File: src/rtl/aes_pkg.sv
// rtl/aes_pkg.sv - shared types and defaults for the AES core scheduler
package aes_pkg;
   localparam int LAT_DEF      = 10;
   localparam int KEY_WAIT_DEF = 2;
   localparam int TAGW_DEF     = 4;

   typedef enum logic [2:0] {
      S_NOKEY,
      S_KEY_PULSE,
      S_KEY_WAIT,
      S_RUN,
      S_DRAIN
   } state_t;

   // Tags travel through the latency line at the package width
   typedef struct packed {
      logic                valid;
      logic                is_dec;
      logic [TAGW_DEF-1:0] tag;
   } entry_t;
endpackage

File: src/rtl/aes_ctrl_sched_if.sv
// rtl/aes_ctrl_sched_if.sv - request, core and result signals of the AES scheduler
interface aes_ctrl_sched_if #(
   parameter int TAGW = 4
);
   logic            key_valid;
   logic [127:0]    key_in;
   logic            key_ready;
   logic            enc_valid;
   logic [127:0]    enc_data;
   logic [TAGW-1:0] enc_tag;
   logic            enc_ready;
   logic            dec_valid;
   logic [127:0]    dec_data;
   logic [TAGW-1:0] dec_tag;
   logic            dec_ready;
   logic [127:0]    core_key;
   logic            fsm_en_enc;
   logic            fsm_en_dec;
   logic [127:0]    core_enc_in;
   logic [127:0]    core_dec_in;
   logic            core_enc_en;
   logic            core_dec_en;
   logic [127:0]    core_enc_out;
   logic [127:0]    core_dec_out;
   logic            res_valid;
   logic            res_is_dec;
   logic [TAGW-1:0] res_tag;
   logic [127:0]    res_data;
   logic            busy;

   modport slave (
      input  key_valid, key_in, enc_valid, enc_data, enc_tag,
             dec_valid, dec_data, dec_tag, core_enc_out, core_dec_out,
      output key_ready, enc_ready, dec_ready, core_key, fsm_en_enc, fsm_en_dec,
             core_enc_in, core_dec_in, core_enc_en, core_dec_en,
             res_valid, res_is_dec, res_tag, res_data, busy
   );

   modport master (
      output key_valid, key_in, enc_valid, enc_data, enc_tag,
             dec_valid, dec_data, dec_tag, core_enc_out, core_dec_out,
      input  key_ready, enc_ready, dec_ready, core_key, fsm_en_enc, fsm_en_dec,
             core_enc_in, core_dec_in, core_enc_en, core_dec_en,
             res_valid, res_is_dec, res_tag, res_data, busy
   );
endinterface

File: src/rtl/aes_rr_arb2.sv
// rtl/aes_rr_arb2.sv - two-way round-robin arbiter, enc favoured out of reset
module aes_rr_arb2 (
   input  logic clk,
   input  logic rst,
   input  logic i_en,
   input  logic i_req_enc,
   input  logic i_req_dec,
   output logic o_gnt_enc,
   output logic o_gnt_dec
);
   logic r_prio_dec;
   logic w_gnt_enc;
   logic w_gnt_dec;

   always_comb begin
      w_gnt_enc = i_en & i_req_enc & (~r_prio_dec | ~i_req_dec);
      w_gnt_dec = i_en & i_req_dec & (r_prio_dec | ~i_req_enc);
   end

   // Priority flips to the other channel after every grant
   always_ff @(posedge clk) begin
      if (!rst) begin
         r_prio_dec <= 1'b0;
      end else if (w_gnt_enc) begin
         r_prio_dec <= 1'b1;
      end else if (w_gnt_dec) begin
         r_prio_dec <= 1'b0;
      end
   end

   assign o_gnt_enc = w_gnt_enc;
   assign o_gnt_dec = w_gnt_dec;
endmodule

File: src/rtl/aes_ctrl_sched.sv
// rtl/aes_ctrl_sched.sv - key/data scheduler for one encrypt and one decrypt AES core
module aes_ctrl_sched
   import aes_pkg::*;
#(
   parameter int LAT      = LAT_DEF,
   parameter int KEY_WAIT = KEY_WAIT_DEF,
   parameter int TAGW     = TAGW_DEF
) (
   input  logic             clk,
   input  logic             rst,
   aes_ctrl_sched_if.slave  bus
);
   localparam int CW = $clog2(LAT + 1);
   localparam int WW = (KEY_WAIT > 1) ? $clog2(KEY_WAIT) : 1;

   state_t        r_state;
   state_t        w_next;
   logic [WW-1:0] r_wait_cnt;
   logic [127:0]  r_core_key;
   logic [127:0]  r_pend_key;
   entry_t        r_sr [LAT];
   logic [CW-1:0] r_inflight;

   logic   w_key_ready;
   logic   w_arb_en;
   logic   w_fsm_en;
   logic   w_ld_core;
   logic   w_core_from_in;
   logic   w_ld_pend;
   logic   w_gnt_enc;
   logic   w_gnt_dec;
   logic   w_issue;
   logic   w_res_valid;
   entry_t w_out;
   entry_t w_new;

   aes_rr_arb2 u_arb (
      .clk       (clk),
      .rst       (rst),
      .i_en      (w_arb_en),
      .i_req_enc (bus.enc_valid),
      .i_req_dec (bus.dec_valid),
      .o_gnt_enc (w_gnt_enc),
      .o_gnt_dec (w_gnt_dec)
   );

   assign w_issue = w_gnt_enc | w_gnt_dec;
   assign w_out   = r_sr[LAT-1];

   always_comb begin
      w_next         = r_state;
      w_key_ready    = 1'b0;
      w_arb_en       = 1'b0;
      w_fsm_en       = 1'b0;
      w_ld_core      = 1'b0;
      w_core_from_in = 1'b0;
      w_ld_pend      = 1'b0;
      case (r_state)
         S_NOKEY: begin
            w_key_ready = 1'b1;
            if (bus.key_valid) begin
               w_next         = S_KEY_PULSE;
               w_ld_core      = 1'b1;
               w_core_from_in = 1'b1;
            end
         end
         S_KEY_PULSE: begin
            w_fsm_en = 1'b1;
            w_next   = S_KEY_WAIT;
         end
         S_KEY_WAIT: begin
            if (r_wait_cnt == WW'(KEY_WAIT - 1)) begin
               w_next = S_RUN;
            end
         end
         S_RUN: begin
            // A key request pre-empts any data issue in the same cycle
            if (bus.key_valid) begin
               w_key_ready = 1'b1;
               if (r_inflight == '0) begin
                  w_next         = S_KEY_PULSE;
                  w_ld_core      = 1'b1;
                  w_core_from_in = 1'b1;
               end else begin
                  w_next    = S_DRAIN;
                  w_ld_pend = 1'b1;
               end
            end else begin
               w_arb_en = 1'b1;
            end
         end
         S_DRAIN: begin
            if (r_inflight == '0) begin
               w_next    = S_KEY_PULSE;
               w_ld_core = 1'b1;
            end
         end
         default: w_next = S_NOKEY;
      endcase
      if (!rst) begin
         w_key_ready = (r_state == S_NOKEY);
         w_arb_en    = 1'b0;
         w_fsm_en    = 1'b0;
      end
   end

   always_comb begin
      w_new        = '0;
      w_new.valid  = w_issue;
      w_new.is_dec = w_gnt_dec;
      w_new.tag    = w_gnt_dec ? TAGW_DEF'(bus.dec_tag) : TAGW_DEF'(bus.enc_tag);
   end

   always_ff @(posedge clk) begin
      if (!rst) begin
         r_state    <= S_NOKEY;
         r_wait_cnt <= '0;
      end else begin
         r_state    <= w_next;
         r_wait_cnt <= (r_state == S_KEY_WAIT) ? r_wait_cnt + 1'b1 : '0;
      end
   end

   always_ff @(posedge clk) begin
      if (!rst) begin
         r_core_key <= '0;
         r_pend_key <= '0;
         r_inflight <= '0;
         for (int i = 0; i < LAT; i++) begin
            r_sr[i] <= '0;
         end
      end else begin
         if (w_ld_core) begin
            r_core_key <= w_core_from_in ? bus.key_in : r_pend_key;
         end
         if (w_ld_pend) begin
            r_pend_key <= bus.key_in;
         end
         r_sr[0] <= w_new;
         for (int i = 1; i < LAT; i++) begin
            r_sr[i] <= r_sr[i-1];
         end
         case ({w_issue, w_out.valid})
            2'b10:   r_inflight <= r_inflight + 1'b1;
            2'b01:   r_inflight <= r_inflight - 1'b1;
            default: r_inflight <= r_inflight;
         endcase
      end
   end

   assign w_res_valid = rst & w_out.valid;

   assign bus.key_ready   = w_key_ready;
   assign bus.enc_ready   = w_gnt_enc;
   assign bus.dec_ready   = w_gnt_dec;
   assign bus.core_key    = rst ? r_core_key : '0;
   assign bus.fsm_en_enc  = w_fsm_en;
   assign bus.fsm_en_dec  = w_fsm_en;
   assign bus.core_enc_in = w_gnt_enc ? bus.enc_data : '0;
   assign bus.core_dec_in = w_gnt_dec ? bus.dec_data : '0;
   assign bus.core_enc_en = w_gnt_enc;
   assign bus.core_dec_en = w_gnt_dec;
   assign bus.res_valid   = w_res_valid;
   assign bus.res_is_dec  = w_res_valid & w_out.is_dec;
   assign bus.res_tag     = w_res_valid ? TAGW'(w_out.tag) : '0;
   assign bus.res_data    = !w_res_valid ? '0 :
                            (w_out.is_dec ? bus.core_dec_out : bus.core_enc_out);
   assign bus.busy        = rst & ((r_inflight != '0) || (r_state == S_KEY_PULSE) ||
                                   (r_state == S_KEY_WAIT) || (r_state == S_DRAIN));
endmodule

File: src/flat_wrapper.sv
// flat-port wrapper written by rule: the top's interface ports become plain ports
module aes_ctrl_sched_flat import aes_pkg::*;
#(
   parameter int LAT      = LAT_DEF,
   parameter int KEY_WAIT = KEY_WAIT_DEF,
   parameter int TAGW     = TAGW_DEF
)
  (clk, rst, bus_key_valid, bus_key_in, bus_enc_valid, bus_enc_data, bus_enc_tag, bus_dec_valid, bus_dec_data, bus_dec_tag, bus_core_enc_out, bus_core_dec_out, bus_key_ready, bus_enc_ready, bus_dec_ready, bus_core_key, bus_fsm_en_enc, bus_fsm_en_dec, bus_core_enc_in, bus_core_dec_in, bus_core_enc_en, bus_core_dec_en, bus_res_valid, bus_res_is_dec, bus_res_tag, bus_res_data, bus_busy);
  aes_ctrl_sched_if #(.TAGW(TAGW)) bus_i ();
  input  logic clk;
  input  logic rst;
  input wire logic [$bits(bus_i.key_valid)-1:0] bus_key_valid;
  input wire logic [$bits(bus_i.key_in)-1:0] bus_key_in;
  input wire logic [$bits(bus_i.enc_valid)-1:0] bus_enc_valid;
  input wire logic [$bits(bus_i.enc_data)-1:0] bus_enc_data;
  input wire logic [$bits(bus_i.enc_tag)-1:0] bus_enc_tag;
  input wire logic [$bits(bus_i.dec_valid)-1:0] bus_dec_valid;
  input wire logic [$bits(bus_i.dec_data)-1:0] bus_dec_data;
  input wire logic [$bits(bus_i.dec_tag)-1:0] bus_dec_tag;
  input wire logic [$bits(bus_i.core_enc_out)-1:0] bus_core_enc_out;
  input wire logic [$bits(bus_i.core_dec_out)-1:0] bus_core_dec_out;
  output wire logic [$bits(bus_i.key_ready)-1:0] bus_key_ready;
  output wire logic [$bits(bus_i.enc_ready)-1:0] bus_enc_ready;
  output wire logic [$bits(bus_i.dec_ready)-1:0] bus_dec_ready;
  output wire logic [$bits(bus_i.core_key)-1:0] bus_core_key;
  output wire logic [$bits(bus_i.fsm_en_enc)-1:0] bus_fsm_en_enc;
  output wire logic [$bits(bus_i.fsm_en_dec)-1:0] bus_fsm_en_dec;
  output wire logic [$bits(bus_i.core_enc_in)-1:0] bus_core_enc_in;
  output wire logic [$bits(bus_i.core_dec_in)-1:0] bus_core_dec_in;
  output wire logic [$bits(bus_i.core_enc_en)-1:0] bus_core_enc_en;
  output wire logic [$bits(bus_i.core_dec_en)-1:0] bus_core_dec_en;
  output wire logic [$bits(bus_i.res_valid)-1:0] bus_res_valid;
  output wire logic [$bits(bus_i.res_is_dec)-1:0] bus_res_is_dec;
  output wire logic [$bits(bus_i.res_tag)-1:0] bus_res_tag;
  output wire logic [$bits(bus_i.res_data)-1:0] bus_res_data;
  output wire logic [$bits(bus_i.busy)-1:0] bus_busy;
  assign bus_i.key_valid = bus_key_valid;
  assign bus_i.key_in = bus_key_in;
  assign bus_i.enc_valid = bus_enc_valid;
  assign bus_i.enc_data = bus_enc_data;
  assign bus_i.enc_tag = bus_enc_tag;
  assign bus_i.dec_valid = bus_dec_valid;
  assign bus_i.dec_data = bus_dec_data;
  assign bus_i.dec_tag = bus_dec_tag;
  assign bus_i.core_enc_out = bus_core_enc_out;
  assign bus_i.core_dec_out = bus_core_dec_out;
  assign bus_key_ready = bus_i.key_ready;
  assign bus_enc_ready = bus_i.enc_ready;
  assign bus_dec_ready = bus_i.dec_ready;
  assign bus_core_key = bus_i.core_key;
  assign bus_fsm_en_enc = bus_i.fsm_en_enc;
  assign bus_fsm_en_dec = bus_i.fsm_en_dec;
  assign bus_core_enc_in = bus_i.core_enc_in;
  assign bus_core_dec_in = bus_i.core_dec_in;
  assign bus_core_enc_en = bus_i.core_enc_en;
  assign bus_core_dec_en = bus_i.core_dec_en;
  assign bus_res_valid = bus_i.res_valid;
  assign bus_res_is_dec = bus_i.res_is_dec;
  assign bus_res_tag = bus_i.res_tag;
  assign bus_res_data = bus_i.res_data;
  assign bus_busy = bus_i.busy;
  aes_ctrl_sched #(.LAT(LAT), .KEY_WAIT(KEY_WAIT), .TAGW(TAGW)) u_core (.clk(clk), .rst(rst), .bus(bus_i));
endmodule
File: config.mk
export PLATFORM = sky130hd
export DESIGN_NAME = aes_ctrl_sched_flat
export DESIGN_NICKNAME = d
export VERILOG_FILES = /design/src/rtl/aes_pkg.sv /design/src/rtl/aes_ctrl_sched_if.sv /design/src/rtl/aes_rr_arb2.sv /design/src/rtl/aes_ctrl_sched.sv /design/src/flat_wrapper.sv
export SDC_FILE = /design/constraint.sdc
export NUM_CORES = 1
export LEC_CHECK = 0
export ABC_CLOCK_PERIOD_IN_PS = 2130
export CAP_MARGIN = 5
export CORE_AREA = 5 5 460 462
export CTS_BUF_LIST = sky130_fd_sc_hd__clkbuf_4
export CTS_CLUSTER_SIZE = 24
export DETAILED_ROUTE_END_ITERATION = 10
export DIE_AREA = 0 0 465 467
export GPL_ROUTABILITY_DRIVEN = 1
export PLACE_DENSITY = 0.35
export SLEW_MARGIN = 15
export SYNTH_ARGS = -nofsm -noshare
export SYNTH_HDL_FRONTEND = slang
export SYNTH_SLANG_ARGS = --single-unit
export TNS_END_PERCENT = 5
File: constraint.sdc
create_clock -name clk -period 2.13 [get_ports clk]
set_input_delay 0.426 -clock clk [delete_from_list [all_inputs] [get_ports clk]]
set_output_delay 0.426 -clock clk [all_outputs]
set_load 0.02 [all_outputs]
==> run summary, run 1 <==
Status: finished with violations
Failing checks: negative setup slack
Via-to-Cell Ratio: 3.30
Warnings, synthesis: 0
Fin crit period: 3030 ps
Syn Inst Count: 2,196
Largest net degree at the start of global routing: 112
WP data required: 1700 ps
Clk_lat worst skew: 890 ps
EDFF count, synth: 0
I/O pin total: 1,179
CP endpoint kind: primary output
First-pass GRT wire length: 212 mm
Hold Crit Class: input pin to flop
Met1 usage: 16.3%
H-tree Lvls: 3
Area delta synth->final: 122%
Synth async-reset ratio: 0%
Yosys reg bits: 325
Worst R2R Setup Slack: -210 ps
Met3 GRT Util: 4.70%
Total Power: 15.8 mW
Row count: 167
Startpoint Class: flop
Post-DRT Antenna Nets: 0
Worst Reg2Reg Path Length in Cells: 10
CP max FO: 15
Fmax: 330 MHz
Mapped Area: 17,400 µm²
CTS Root Cell: clkbuf_4
Final hold vios: 0
Worst-Margin Slew: 598 ps
Initial antenna violation count: 57
GR peak layer: met2
Vias in the first global route: 21,500
NumNets Final: 4,225
MaxCap Viol Count: 0
Final number of setup-violating endpoints: 508
Worst r2r src: u_core.r_state[2]
Initial Utilization: 8.42%
TritonCTS Buffers: 96
Routing usage on met2: 26.7%
Commonest non-fill, non-tap cells in the layout: 746 x clkdlybuf4s50_1, 424 x nand2_1, 321 x dfxtp_1
GP Congestion: 0.934
RSZ-0062 raised after global routing: true
Setup ws final: -902 ps
CTS Buffer Depth: 3
Crit path DAT: 2610 ps
Post-route setup TNS: -297,710 ps
WL/cell: 26.3 µm
Clk pin slew, worst setup/hold paths: 70 ps
Placeable Area: 207,000 µm²
Final period utilization: 142%
Reg2Reg Capture Point: u_core.r_sr[0][1]
Horiz. Die Dim: 465 µm
Die area: 217,000 µm²
Gr usage total: 14.6%
Number of remaining DRC errors: 0
DR pass1 iterations: 6
Fraction of final layout cells with drive strength greater than 1: 34.7%
Ys flop type: dfxtp_1
CTS tree: done
Synth cell types: 47
CTS Sinks: 325
Leakage power: 14.1 nW
Final Max Slew Viols: 0
Clock Skew: 67.1 ps
Mapped Avg Cell Area: 7.92 µm²
Crit Path Category: flop to primary output
Port Buf Inserts: 1,178
Height of the die: 467 µm
Largest vdd supply drop: 0.279 mV
Syn_nets: 2,852
Crit path to: bus_core_dec_in[52]
Pwr Density: 409 nW/µm²
Iteration-0 DRC count of the detailed router: 1,059
Crit path launch: u_core.r_state[2]
Final HPWL DP: 142 mm
Routed via count: 20,900
Headroom to the max-slew limit: 59.7%
Routed wire length: 167 mm
Most common cell after layout, fill and taps aside: clkdlybuf4s50_1
Sequential fraction of the synthesis area: 37.4%
Grt ovf: 0
[flip-flops by register name, indices dropped and copies added (netlist names)]
register                 cells
u_core.r_core_key          128
u_core.r_pend_key          128
u_core.r_wait_cnt            1
u_core.u_arb.r_prio_dec      1
u_core.r_sr                 60
u_core.r_state               3
u_core.r_inflight            4
[kinds of logic (layout without fill, tap and decap cells)]
kind of cell	Yosys count	in the layout	synth area share [%]
compound gates	404	404	15.2
xor+xnor	4	4	0.201
fa+ha+maj	3	3	0.216
buf+inv	204	1627	6.81
flops	325	325	37.4
mux	129	129	7.43
other cells	0	10	0
simple gates	1127	1127	32.8
[report_power, final]
part	switching (mW)	internal, mW
sequential	0.126	6.35
clock	2.88	2.85
combinational	1.58	1.99
total	4.59	11.2
[worst min path at each step]
stage	startpoint	to	slack (ps)	cells after the start
after CTS	bus_key_in[9]	u_core.r_pend_key[9]	2	3
after detailed placement	u_core.r_sr[0][19]	u_core.r_sr[0][25]	420	1
final	bus_key_in[9]	u_core.r_pend_key[9]	170	3
after global placement	u_core.r_wait_cnt	u_core.r_wait_cnt	410	1
after global routing	bus_key_in[70]	u_core.r_pend_key[70]	40	3
after floorplan	u_core.r_wait_cnt	u_core.r_wait_cnt	400	1
[final cells by class]
class	count	area [µm²]
multi-input combinational	1667	10500
inverter	4	20.0
sequential	325	6520
clock inverter	14	73.8
fill	23100	168000
tap	2704	3380
timing repair buffer	1475	17100
clock buffer	134	1010
antenna	10	25.0
[worst max-delay path: stages (launching register included)]
cell	delay [ps]
dfxtp_2	320
nand3b_1	170
buf_6	150
nor4b_4	260
buf_12	190
buf_12	120
buf_16	150
buf_6	110
and2_4	140
buf_6	120
[synthesized netlist by cell type (2+ instances only)]
cell type / number / area share [%]
a21oi_1: 24 / 0.69
nand2_1: 426 / 9.2
and3_1: 7 / 0.25
a21oi_2: 87 / 4.4
xor2_1: 4 / 0.20
inv_1: 3 / 0.065
buf_1: 4 / 0.086
o21ai_0: 136 / 3.9
clkbuf_2: 12 / 0.35
ha_1: 3 / 0.22
buf_12: 11 / 1.3
a21boi_0: 8 / 0.35
clkbuf_1: 92 / 2.0
nor2_1: 136 / 2.9
buf_6: 17 / 1.1
mux2i_1: 129 / 7.4
nand2_2: 100 / 3.6
buf_2: 57 / 1.6
dfxtp_1: 325 / 37
nor2b_1: 2 / 0.072
nor4b_1: 3 / 0.15
and2_1: 439 / 16
buf_4: 7 / 0.30
a21boi_2: 13 / 0.84
a31oi_1: 129 / 4.6
[per-layer routing]
layer,vias to the layer above,wire length [µm]
met1,9808,64700
li1,9968,-
met5,-,118
met2,887,84900
met3,196,12500
met4,20,4680
[repair_timing]
action                     in CTS  in global routing
hold endpoints to repair       79                  0
hold buffers                   79                  0
pin swaps                      14                 28
buffers inserted                3                  6
gates resized for setup       556                590
cloned                          4                  4
setup endpoints to repair     511                511
[metrics by stage]
stage / worst slack (ps) / utilization [%] / hold WS [ps] / instance area, µm² / std cells
2_1_floorplan: -25.4 / - / 395 / 17400 / 2196
3_3_place_gp: -879 / 17.1 / 409 / 35400 / 6079
3_5_place_dp: -859 / 17.1 / 418 / 35400 / 6079
4_1_cts: -1150 / 18.3 / 1.86 / 37800 / 6313
5_1_grt: -1140 / 18.7 / 42.3 / 38600 / 6325
6_report: -902 / 18.7 / 171 / 38600 / 6333
No activity file was read; power rests on OpenSTA's default activity.
==> inputs of run 2 (changes only) <==
--- a/config.mk
+++ b/config.mk
@@ -5,16 +5,17 @@
 export SDC_FILE = /design/constraint.sdc
 export NUM_CORES = 1
 export LEC_CHECK = 0
+export ABC_AREA = 1
 export ABC_CLOCK_PERIOD_IN_PS = 2130
 export CAP_MARGIN = 5
-export CORE_AREA = 5 5 460 462
+export CORE_AREA = 5 5 456 458
 export CTS_BUF_LIST = sky130_fd_sc_hd__clkbuf_4
 export CTS_CLUSTER_SIZE = 24
 export DETAILED_ROUTE_END_ITERATION = 10
-export DIE_AREA = 0 0 465 467
+export DIE_AREA = 0 0 461 463
 export GPL_ROUTABILITY_DRIVEN = 1
-export PLACE_DENSITY = 0.35
-export SLEW_MARGIN = 15
+export PLACE_DENSITY = 0.36
+export SLEW_MARGIN = 20
 export SYNTH_ARGS = -nofsm -noshare
 export SYNTH_HDL_FRONTEND = slang
 export SYNTH_SLANG_ARGS = --single-unit
==> run 2 against run 1 <==
Net effect:
- hold slack better by 38 ps
- synthesized cell count up 53%
- the flow still finishes with violations (negative setup slack)
- register-to-register slack about the same
- critical path depth up 3
- core utilization up 1.2 points
- total power up 60%
- via count up 27%
- critical endpoint is now bus_core_dec_in[99]
- flip-flop and latch count unchanged
- global-route usage up 1.1 points
- fmax down 2.8%
- largest power group is now combinational cells
==> run summary, run 2 <==
Worst R2R Setup Slack: -220 ps (about the same)
Via-to-Cell Ratio: 3.51 (+6.3%)
Crit path cell chain: inv_2 > nand3_2 > inv_2 > nand2_4 > nor2_4 > buf_6 > buf_12 > nand2_8 > buf_16 > clkbuf_16 > nor2_2 > buf_6
CTS Buffer Depth: 3 (unchanged)
Area contributors post-synth: dfxtp_1 34%, nand2_1 14%, inv_1 14%
GP Congestion: 0.908 (-2.8%)
GR peak layer: met2
NumNets Final: 5,440 (+29%)
Port Buf Inserts: 1,178 (unchanged)
Syn Inst Count: 3,364 (+53%)
Routing usage on met2: 29.1% (+2.4 points)
Final number of setup-violating endpoints: 478 (-5.9%)
I/O pin total: 1,179 (unchanged)
Crit Path Category: flop to primary output
Leakage power: 19.1 nW (+36%)
Die area: 213,000 µm² (-1.7%)
Post-Route Utilization: 19.9% (+1.2 points)
Mapped Avg Cell Area: 5.71 µm² (-28%)
Routed wire length: 176 mm (+5.2%)
Height of the die: 463 µm (-0.86%)
Met3 GRT Util: 4.50% (-0.20 points)
HP Start: bus_key_in[95]
Worst r2r src: u_core.r_state[2]
Ys flop type: dfxtp_1
RSZ-0062 raised after global routing: true
Gr usage total: 15.7% (+1.1 points)
Initial antenna violation count: 85 (+49%)
Synth cell types: 22 (-53%)
Warnings, synthesis: 0 (unchanged)
Row count: 166 (-0.60%)
Sequential fraction of the synthesis area: 33.8% (-3.6 points)
TritonCTS Buffers: 105 (+9.4%)
Clock Skew: 64.4 ps (-2.68 ps)
Iteration-0 DRC count of the detailed router: 1,424 (+34%)
Initial Utilization: 9.44% (+1.0 points)
Post-synth top area share: 33.8% (-3.6 points)
Final hold vios: 0 (unchanged)
Final HPWL DP: 144 mm (+1.9%)
Mapped Area: 19,200 µm² (+11%)
Most common cell after layout, fill and taps aside: clkdlybuf4s50_1
Startpoint Class: flop
Final period utilization: 146% (+4.1 points)
WP buf/inv: 7 (+1)
Vias in the first global route: 26,800 (+25%)
Hold Crit Class: input pin to flop
Number of remaining DRC errors: 0 (unchanged)
DR pass1 iterations: 5 (-1)
Headroom to the max-slew limit: 43.6% (-16 points)
CTS Root Cell: clkbuf_4
Reg2Reg Capture Point: u_core.r_inflight[2]
CP max FO: 8 (-7)
Yosys top cell by area: dfxtp_1
Count leader, synth: nand2_1
Pwr Density: 625 nW/µm² (+53%)
Worst Reg2Reg Path Length in Cells: 19 (+9)
Clk pin slew, worst setup/hold paths: 60 ps (about the same)
EDFF count, synth: 0 (unchanged)
Setup ws final: -990 ps (-87.2 ps)
Largest net degree at the start of global routing: 84 (-25%)
Post-Place Worst Slack: -874 ps (-15.6 ps)
Fin crit period: 3120 ps (+87.2 ps)
Hold Path Sink: u_core.r_pend_key[95]
Largest vdd supply drop: 0.462 mV (+66%)
CP endpoint kind: primary output
Crit path largest cell delay: 310 ps (about the same)
Worst-Margin Slew: 843 ps (+245 ps)
CTS tree: done
Worst hold path depth: 3 (unchanged)
Horiz. Die Dim: 461 µm (-0.86%)
Routed via count: 26,500 (+27%)
Met1 usage: 17.2% (+0.91 points)
WL/cell: 23.2 µm (-12%)
CP Depth: 12 (+3)
H-tree Lvls: 3 (unchanged)
Synth async-reset ratio: 0% (unchanged)
Fraction of final layout cells with drive strength greater than 1: 21.4% (-13 points)
Grt ovf: 0 (unchanged)
Clk_lat worst skew: 1000 ps (+110 ps)
Syn_nets: 4,020 (+41%)
Failing checks: negative setup slack
Crit path DAT: 2690 ps (+80 ps)
Top Registers: u_core.r_core_key x128, u_core.r_pend_key x128, u_core.r_sr x60
Commonest non-fill, non-tap cells in the layout: 726 x clkdlybuf4s50_1, 717 x inv_1, 717 x nand2_1
Top Family by Delay on Critical Path: buffers and inverters
Status: finished with violations
CP max stage cell: dfxtp_2
WP data required: 1700 ps (about the same)
Final Max Slew Viols: 0 (unchanged)
Area delta synth->final: 110%
Placeable Area: 204,000 µm² (-1.5%)
MaxCap Viol Count: 0 (unchanged)
Fmax: 321 MHz (-2.8%)
Yosys reg bits: 325 (unchanged)
CTS Sinks: 325 (unchanged)
First-pass GRT wire length: 233 mm (+9.6%)
Post-DRT Antenna Nets: 0 (unchanged)
Synth top cells by count: 724 x nand2_1, 722 x inv_1, 533 x nor2_1
-- run 2: repair_timing --
item,CTS,global route
cloned,8,2
buffers inserted,10,4
pin swaps,3,10
endpoints found under the hold margin,232,0
hold buffers,141,0
gates resized for setup,826,633
endpoints found under the setup margin,557,643
-- run 2: power breakdown --
part	switching (mW)	internal, mW	total [mW]
combinational	6.52	4.79	11.3
sequential	0.433	6.98	7.41
clock	3.25	3.30	6.55
total	10.2	15.1	25.3
-- run 2: worst max-delay path by stage --
stage | from | endpoint | slack, ps
finish | u_core.r_state[2] | bus_core_dec_in[99] | -990
global placement | bus_enc_valid | bus_core_enc_in[0] | -920
floorplan | bus_key_valid | u_core.r_inflight[2] | 20
detailed placement | bus_enc_valid | bus_core_enc_in[81] | -870
global route | u_core.r_state[2] | bus_core_enc_in[92] | -1290
CTS | u_core.r_state[2] | bus_core_dec_in[117] | -1260
-- run 2: worst min-delay path, cell delays in order --
cell and delay [ps]:
clkdlybuf4s50_1 450, o21ai_0 180, a21oi_1 40
-- run 2: area by class of cell --
| type | instances | area [µm²] |
|---|---|---|
| Fill cell | 23300 | 163000 |
| Timing Repair Buffer | 1562 | 16500 |
| Multi-Input combinational cell | 2065 | 9960 |
| Sequential cell | 325 | 6520 |
| Tap cell | 2688 | 3360 |
| Inverter | 725 | 2730 |
| Clock buffer | 148 | 1110 |
| Clock inverter | 26 | 160 |
| Antenna cell | 32 | 80.1 |
-- run 2: kinds of logic after synthesis --
logic type	after synthesis	share of synthesized area, %
AO/OA/AOI/OAI	402	10.5
XOR/XNOR	1	0.0456
adder cells (fa/ha/maj)	3	0.195
buffers and inverters	975	20.4
flip-flops	325	33.8
AND/OR/NAND/NOR	1658	35.0
-- run 2: stage by stage --
stage / cells / area, µm² / TNS, ps / hold WS, ps / total power [mW]
after floorplan: 3364 / 19300 / 0 / 390 / 12.9
after global placement: 7207 / 36400 / -244280 / 392 / 18.7
after global routing: 7557 / 40400 / -488160 / 55.7 / 27.3
after CTS: 7539 / 39500 / -493320 / 4.07 / 26.0
after detailed placement: 7207 / 36400 / -236190 / 398 / 18.7
final: 7571 / 40400 / -333300 / 209 / 25.3
-- run 2: metal layers --
metal	up-vias	wire length [µm]	share of wire, %
li1	13000	-	-
met1	12300	66200	38
met2	1003	90800	52
met3	240	12700	7.2
met4	32	5610	3.2
met5	-	188	0.11
